**src/rtl/wb_pkg.sv**
```systemverilog
// rtl/wb_pkg.sv - shared types and widths for the write-back arbiter
package wb_pkg;

   typedef enum logic [1:0] {RUN, DRAIN, HALTED} wb_state_t;
   typedef enum logic {SRC_ALU, SRC_MEM} wb_src_t;

   localparam int NREG_DEF  = 32;
   localparam int REG_IDX_W = $clog2(NREG_DEF);

endpackage

```
**src/rtl/rr_arbiter2.sv**
```systemverilog
// rtl/rr_arbiter2.sv - two-request round-robin arbiter
// The regfile accepts every cycle, so a grant is a transfer and moves the pointer.
module rr_arbiter2
   import wb_pkg::*;
(
   input  logic clk,
   input  logic rst_b,
   input  logic en,
   input  logic req_alu,
   input  logic req_mem,
   output logic gnt_alu,
   output logic gnt_mem
);

   wb_src_t rr_last;

   always_comb begin
      gnt_alu = 1'b0;
      gnt_mem = 1'b0;
      if (en) begin
         if (req_alu && req_mem) begin
            gnt_alu = (rr_last == SRC_MEM);
            gnt_mem = (rr_last == SRC_ALU);
         end else begin
            gnt_alu = req_alu;
            gnt_mem = req_mem;
         end
      end
   end

   always_ff @(posedge clk or negedge rst_b) begin
      if (!rst_b) begin
         rr_last <= SRC_MEM;
      end else if (gnt_alu) begin
         rr_last <= SRC_ALU;
      end else if (gnt_mem) begin
         rr_last <= SRC_MEM;
      end
   end

endmodule

```
**src/rtl/wb_arbiter.sv**
```systemverilog
// rtl/wb_arbiter.sv - write-back merge of ALU and mem results onto the regfile port
// Also tracks outstanding mem writes and sequences halt behind the last commit.
module wb_arbiter
   import wb_pkg::*;
#(
   parameter int XLEN = 32,
   parameter int NREG = 32
) (
   input  logic                     clk,
   input  logic                     rst_b,
   input  logic                     alu_valid,
   output logic                     alu_ready,
   input  logic [$clog2(NREG)-1:0]  alu_rd,
   input  logic [XLEN-1:0]          alu_data,
   input  logic                     mem_valid,
   output logic                     mem_ready,
   input  logic [$clog2(NREG)-1:0]  mem_rd,
   input  logic [XLEN-1:0]          mem_data,
   input  logic                     issue_valid,
   input  logic [$clog2(NREG)-1:0]  issue_rd,
   output logic [NREG-1:0]          busy,
   output logic [$clog2(NREG)-1:0]  rd_num,
   output logic [XLEN-1:0]          rd_data,
   output logic                     rd_we,
   input  logic                     halt_req,
   output logic                     halted
);

   localparam int IW = $clog2(NREG);

   wb_state_t       state, state_next;
   logic [NREG-1:0] busy_next;
   logic            alu_xfer, mem_xfer;

   rr_arbiter2 u_rr (
      .clk     (clk),
      .rst_b   (rst_b),
      .en      (state != HALTED),
      .req_alu (alu_valid),
      .req_mem (mem_valid),
      .gnt_alu (alu_ready),
      .gnt_mem (mem_ready)
   );

   assign alu_xfer = alu_valid && alu_ready;
   assign mem_xfer = mem_valid && mem_ready;
   assign halted   = (state == HALTED);

   // Clear first so a same-cycle issue to the same register wins.
   always_comb begin
      busy_next = busy;
      if (mem_xfer) begin
         busy_next[mem_rd] = 1'b0;
      end
      if (issue_valid && (issue_rd != '0) && (state != HALTED)) begin
         busy_next[issue_rd] = 1'b1;
      end
   end

   always_comb begin
      state_next = state;
      case (state)
         RUN: begin
            if (halt_req) begin
               state_next = DRAIN;
            end
         end
         DRAIN: begin
            if ((busy == '0) && !alu_valid && !mem_valid && !rd_we) begin
               state_next = HALTED;
            end
         end
         default: state_next = HALTED;
      endcase
   end

   always_ff @(posedge clk or negedge rst_b) begin
      if (!rst_b) begin
         state   <= RUN;
         busy    <= '0;
         rd_we   <= 1'b0;
         rd_num  <= '0;
         rd_data <= '0;
      end else begin
         state <= state_next;
         busy  <= busy_next;
         rd_we <= 1'b0;
         // r0 results are consumed without touching the write port.
         if (alu_xfer && (alu_rd != '0)) begin
            rd_we   <= 1'b1;
            rd_num  <= alu_rd;
            rd_data <= alu_data;
         end else if (mem_xfer && (mem_rd != '0)) begin
            rd_we   <= 1'b1;
            rd_num  <= mem_rd;
            rd_data <= mem_data;
         end
      end
   end

   logic [IW-1:0] unused_iw;
   assign unused_iw = '0;

endmodule

```
**config.mk**
```make
export PLATFORM = sky130hd
export DESIGN_NAME = wb_arbiter
export DESIGN_NICKNAME = d
export VERILOG_FILES = /design/src/rtl/wb_pkg.sv /design/src/rtl/rr_arbiter2.sv /design/src/rtl/wb_arbiter.sv
export SDC_FILE = /design/constraint.sdc
export NUM_CORES = 1
export LEC_CHECK = 0
export CAP_MARGIN = 20
export CORE_UTILIZATION = 45
export CTS_CLUSTER_SIZE = 14
export DETAILED_ROUTE_END_ITERATION = 8
export PLACE_DENSITY = 0.94
export SLEW_MARGIN = 20
export SYNTH_ARGS = -nofsm -noshare
export SYNTH_HDL_FRONTEND = slang
export SYNTH_HIERARCHICAL = 1
export SYNTH_SLANG_ARGS = --single-unit
```
**constraint.sdc**
```tcl
create_clock -name clk -period 3.3 [get_ports clk]
set_input_delay 0.825 -clock clk [delete_from_list [all_inputs] [get_ports clk]]
set_output_delay 0.825 -clock clk [all_outputs]
set_load 0.05 [all_outputs]
```
### Word-level counts from Yosys, hierarchy flattened

Cells that the tools add are included.

* multipliers: 0
* divide/modulo/power cells: 0
* order comparisons: 4
* bitwise gates (word level): 4
* eq/ne operators: 5
* shift-type cells: 0
* add/subtract/negate cells: 0
* muxes and demuxes: 21
* reductions and logical operators: 23

Operator list (count)
* $mux W32: 4
* $and A32 B32 Y32: 1
* $logic_not A32 Y1: 1
* $not A32 Y32: 1
* $or A32 B32 Y32: 1
* $reduce_bool A5 Y1: 3
* $logic_and A1 B1 Y1: 12
* $lt A5 B6 Y1 const B: 2
* $demux W1 S5: 2
* $ge A5 B1 Y1 const B: 2
* $mux W1: 10
* $mux W5: 2
* $ne A2 B2 Y1 const B: 3
* $mux W2: 2
* $pmux W2 S2: 1
* $reduce_bool A2 Y1: 2
* $logic_not A1 Y1: 3
* $eq A2 B1 Y1 const B: 1
* $eq A2 B2 Y1 const B: 1
* $logic_not A2 Y1: 1
* $reduce_and A2 Y1: 1
* $not A1 Y1: 1

* memories kept: 0
* word-level logic and storage cells: 63
* RAM bits: 0
* register bits after elaboration: 73
* input port bits: 85
* output and inout port bits: 73
* ROM bits: 0
* latch bits: 0

### Logic depth before layout (Yosys ltp)

* depth after elaboration: 9
* mapped depth: 10
* mapped depth without buffers: 7

### By module

Netlist, hierarchy kept.

Modules (own cells, without submodules)
* wb_arbiter: instances 1, area each 3400.8 um2, cells each 318
* rr_arbiter2: instances 1, area each 62.6 um2, cells each 8

### Worst setup path after synthesis

No wires, ideal clock.

* path kind: input-to-reg
* start: input mem_valid
* end: register rd_num[3]
* cell stages on the path: 8
* setup slack: 0.292 ns
* arrival time: 2.887 ns
* required time: 3.179 ns
* buffers on the path: 2
* setup time: 0.121 ns
* cells stage by stage: nand2_1 > a21oi_1 > and2_1 > clkbuf_1 > o31ai_4 > buf_6 > mux2_2 > a22o_1

* longest elaborated chain between the ends: 6
* elaborated cells between the ends (all ways): 11
* those cells by class: 5 x mux; 6 x reduce/logical

Ends and longest elaborated chain
* start: declaration: line wb_arbiter.sv:15 `input logic mem_valid,`
* $logic_and A1 B1 Y1: line rr_arbiter2.sv:21 `if (req_alu && req_mem) begin`
* $mux W1 (*): line rr_arbiter2.sv:21
* $mux W1 (*): line rr_arbiter2.sv:20 `if (en) begin`
* via mem_ready: line wb_arbiter.sv:16 `output logic mem_ready,`
* $logic_and A1 B1 Y1 (*): line wb_arbiter.sv:46 `assign mem_xfer = mem_valid && mem_ready;`
* $logic_and A1 B1 Y1 (*): line wb_arbiter.sv:93 `end else if (mem_xfer && (mem_rd != '0)) begin`
* $reduce_bool A2 Y1 (no source line) (*)
* end signal: assignment: line wb_arbiter.sv:91 `rd_num <= alu_rd;`
* end signal: assignment: line wb_arbiter.sv:95 `rd_num <= mem_rd;`
* end: declaration: line wb_arbiter.sv:22 `output logic [$clog2(NREG)-1:0] rd_num,`

Mark *: on every way through the listed nets, which the timed path passes. The rest lies on a longest branch.
A chain may end at the register's enable or synchronous reset.

### Worst setup path after layout

* start: register state[0]
* end: output halted

* longest elaborated chain between the ends: 1

Ends and longest elaborated chain
* start: declaration: line wb_arbiter.sv:31 `wb_state_t state, state_next;`
* start signal: assignment: line wb_arbiter.sv:85 `state <= state_next;`
* $eq A2 B2 Y1: line wb_arbiter.sv:47 `assign halted = (state == HALTED);`
* end: declaration: line wb_arbiter.sv:26 `output logic halted`

Every way passes these cells.

==> results.json <==
{
  "num_antenna_cells": 0,
  "grt_max_degree": 60,
  "viasPerCell": 5.66,
  "rsz0062_at_grt": "false",
  "synth.distinct_cells": 39,
  "fmax_ghz": 0.359,
  "grt_pass1_wl_um": 17800,
  "antenna_left": 0,
  "first_iter_violations": 278,
  "synth.net_count": 411,
  "overflow": 0,
  "h-tree-depth": 3,
  "final_util_pct": 72.9,
  "syn_area_mm2": 0.00346,
  "hold_violations": 0,
  "grt.total_usage_pct": 28.2,
  "antenna_found_initial": 0,
  "clock_skew_ps": 11.6,
  "fin_crit_ps": 2780,
  "max_slew_margin_pct": 62.9,
  "cts_hold_buf": 0,
  "clock_latency_ps": 340,
  "cts_buffers": 9,
  "drcViolationCount": 0,
  "crit_path_end_kind": "output pin",
  "vdd_drop_max_mv": 0.475,
  "hold_class": "in -> async",
  "cts_buffer_depth": 2,
  "drive_gt1_share_pct": 12.8,
  "layout_common_cells": "clkdlybuf4s50_1, dfrtp_1, o21ai_0, nor2_1, mux2i_1",
  "syn_inst": 326,
  "cts_resized": 0,
  "cts_root_buffer": "clkbuf_8",
  "vias": 3342,
  "die-area_mm2": 0.00805,
  "num_io_pins": 158,
  "die_h_um": 89.7,
  "start_kind": "flip-flop",
  "cts.sinks": 73,
  "clk_pin_slew_worst_paths_ps": 80,
  "ff2ff_setup_slack_ps": 940,
  "crit_required_ps": 2470,
  "grt_pass1_vias": 3407,
  "synth_edf_count": 0,
  "final_common_cell": "clkdlybuf4s50_1",
  "p_int_mw": 2.45,
  "setup_slack_ps": 518,
  "syn_avg_cell_area_um2": 10.6,
  "status": "finished, final reports clean",
  "fill_cells": 514,
  "wl_per_cell_um": 19.0,
  "setup_viol": 0,
  "pwr-share-comb_pct": 53.5,
  "p_leak_nw": 2.25,
  "p_switching_mw": 2.18,
  "hpwlAfterDp_um": 8210,
  "num_rows": 31,
  "synth_area_leaders": "dfrtp_1, mux2i_1, o21ai_0",
  "p_per_area_mw_per_mm2": 866,
  "tightest_slew_ps": 556,
  "ys_seq_elements": 73,
  "p_clk_share_pct": 15.6,
  "drt-total-wl_um": 11200,
  "drv_cap": 0,
  "gp_congestion": 0.873,
  "cts_setup_buffers": 0,
  "portBuffers": 157,
  "coreArea_mm2": 0.00733,
  "yosysSeqAreaShare_pct": 52.8,
  "slew_viol_final": 0,
  "async_reset_ff_share_pct": 100,
  "place_worst_setup_slack_ps": 343,
  "crit_fanout": 8,
  "dr.pass1.iters": 5,
  "fin_tns_setup_ps": 0,
  "arrival_ps": 1960,
  "synth_top_area_share_pct": 52.0,
  "die_w_um": 89.7,
  "cts_tree": "done",
  "yosys_warnings": 6,
  "power_frac_seq_pct": 31.0,
  "period_share_pct": 84.3,
  "switching_share_pct": 47.0,
  "initial_core_util_pct": 47.2,
  "area_delta_synth_final_pct": 54.3,
  "synth_top_area_cell": "dfrtp_1",
  "nets": 571,
  "critPathKind": "reg -> out",
  "synth_ff_type": "dfrtp_1"
}
state kept, by name, indices dropped and copies added (netlist names):
| name | count |
|---|---|
| busy | 32 |
| rd_num | 5 |
| u_rr/rr_last | 1 |
| rd_data | 32 |
| state | 2 |
| rd_we | 1 |
cell usage after synthesis (2+ instances only):
master     number
mux2i_1        32
clkbuf_1        6
nand4b_1        2
dfrtp_1        72
nor4_1          8
nand3_1         5
nand4_1         2
o21ai_0        63
nand3b_1        8
and2_1          2
buf_2           6
or3_1           2
a2bb2oi_1       2
a21oi_1         9
nor2_1         39
buf_6           2
nand2_1        14
a21oi_2        26
or3b_2          2
buf_12          3
inv_1           2
nor3_1          2
final cells by class:
type	instances	area [um2]	area share [%]
Sequential cell	73	1830	34.2
Timing Repair Buffer	166	1680	31.4
Multi-Input combinational cell	234	1500	28.1
Clock buffer	10	138	2.58
Tap cell	99	124	2.32
Clock inverter	6	67.6	1.26
Inverter	2	7.51	0.140
critical path, cell delays in order (launching register included):
cell	delay, ps
dfrtp_1	390
nand2b_1	300
inv_1	120
clkdlybuf4s50_1	810
power groups by stage:
stage / Clock, mW / Combinational [mW] / Sequential (mW)
floorplan: 0 / 0.532 / 2.44
global placement: 0 / 2.42 / 1.42
detailed placement: 0 / 2.47 / 1.44
CTS: 0.726 / 2.48 / 1.42
global route: 0.768 / 2.57 / 1.46
finish: 0.720 / 2.47 / 1.43
path summary, 6_finish.rpt:
path	depth (start not counted)	endpoint	start
max	3	halted	state[0]$_DFFE_PN0P_
min	1	busy[10]$_DFF_PN0_	rst_b
max reg2reg	7	busy[27]$_DFF_PN0_	state[0]$_DFFE_PN0P_
min reg2reg	1	state[0]$_DFFE_PN0P_	state[1]$_DFFE_PN0P_
max in group asynchronous	2	rd_data[8]$_DFFE_PN0P_	rst_b
min in group clk	1	state[0]$_DFFE_PN0P_	state[1]$_DFFE_PN0P_
routing by layer:
layer	share of wire [%]	wire length (um)	up-vias	track usage, %
met5	0	0	-	0
met3	8.6	964	34	6.26
li1	-	-	1498	-
met4	3.1	343	0	12.2
met2	51	5660	192	47.0
met1	38	4210	1618	35.3
metrics by stage:
| step | total power, mW | instances | hold WS [ps] | instance area, um2 |
|---|---|---|---|---|
| global route | 4.80 | 590 | 480 | 5340 |
| CTS | 4.63 | 590 | 462 | 5340 |
| global placement | 3.84 | 574 | 443 | 5140 |
| detailed placement | 3.91 | 574 | 452 | 5140 |
| finish | 4.63 | 590 | 459 | 5340 |
| floorplan | 2.98 | 326 | 427 | 3460 |
logic make-up (layout without fill, tap and decap cells):
logic type | count (synthesis) | after routing | synth area share, %
multiplexers | 33 | 33 | 9.57
buffers and inverters | 19 | 184 | 4.12
AND/OR/NAND/NOR | 92 | 92 | 13.5
AO/OA/AOI/OAI | 109 | 109 | 20.1
flip-flops | 73 | 73 | 52.8
No activity file was read; power rests on OpenSTA's default activity.
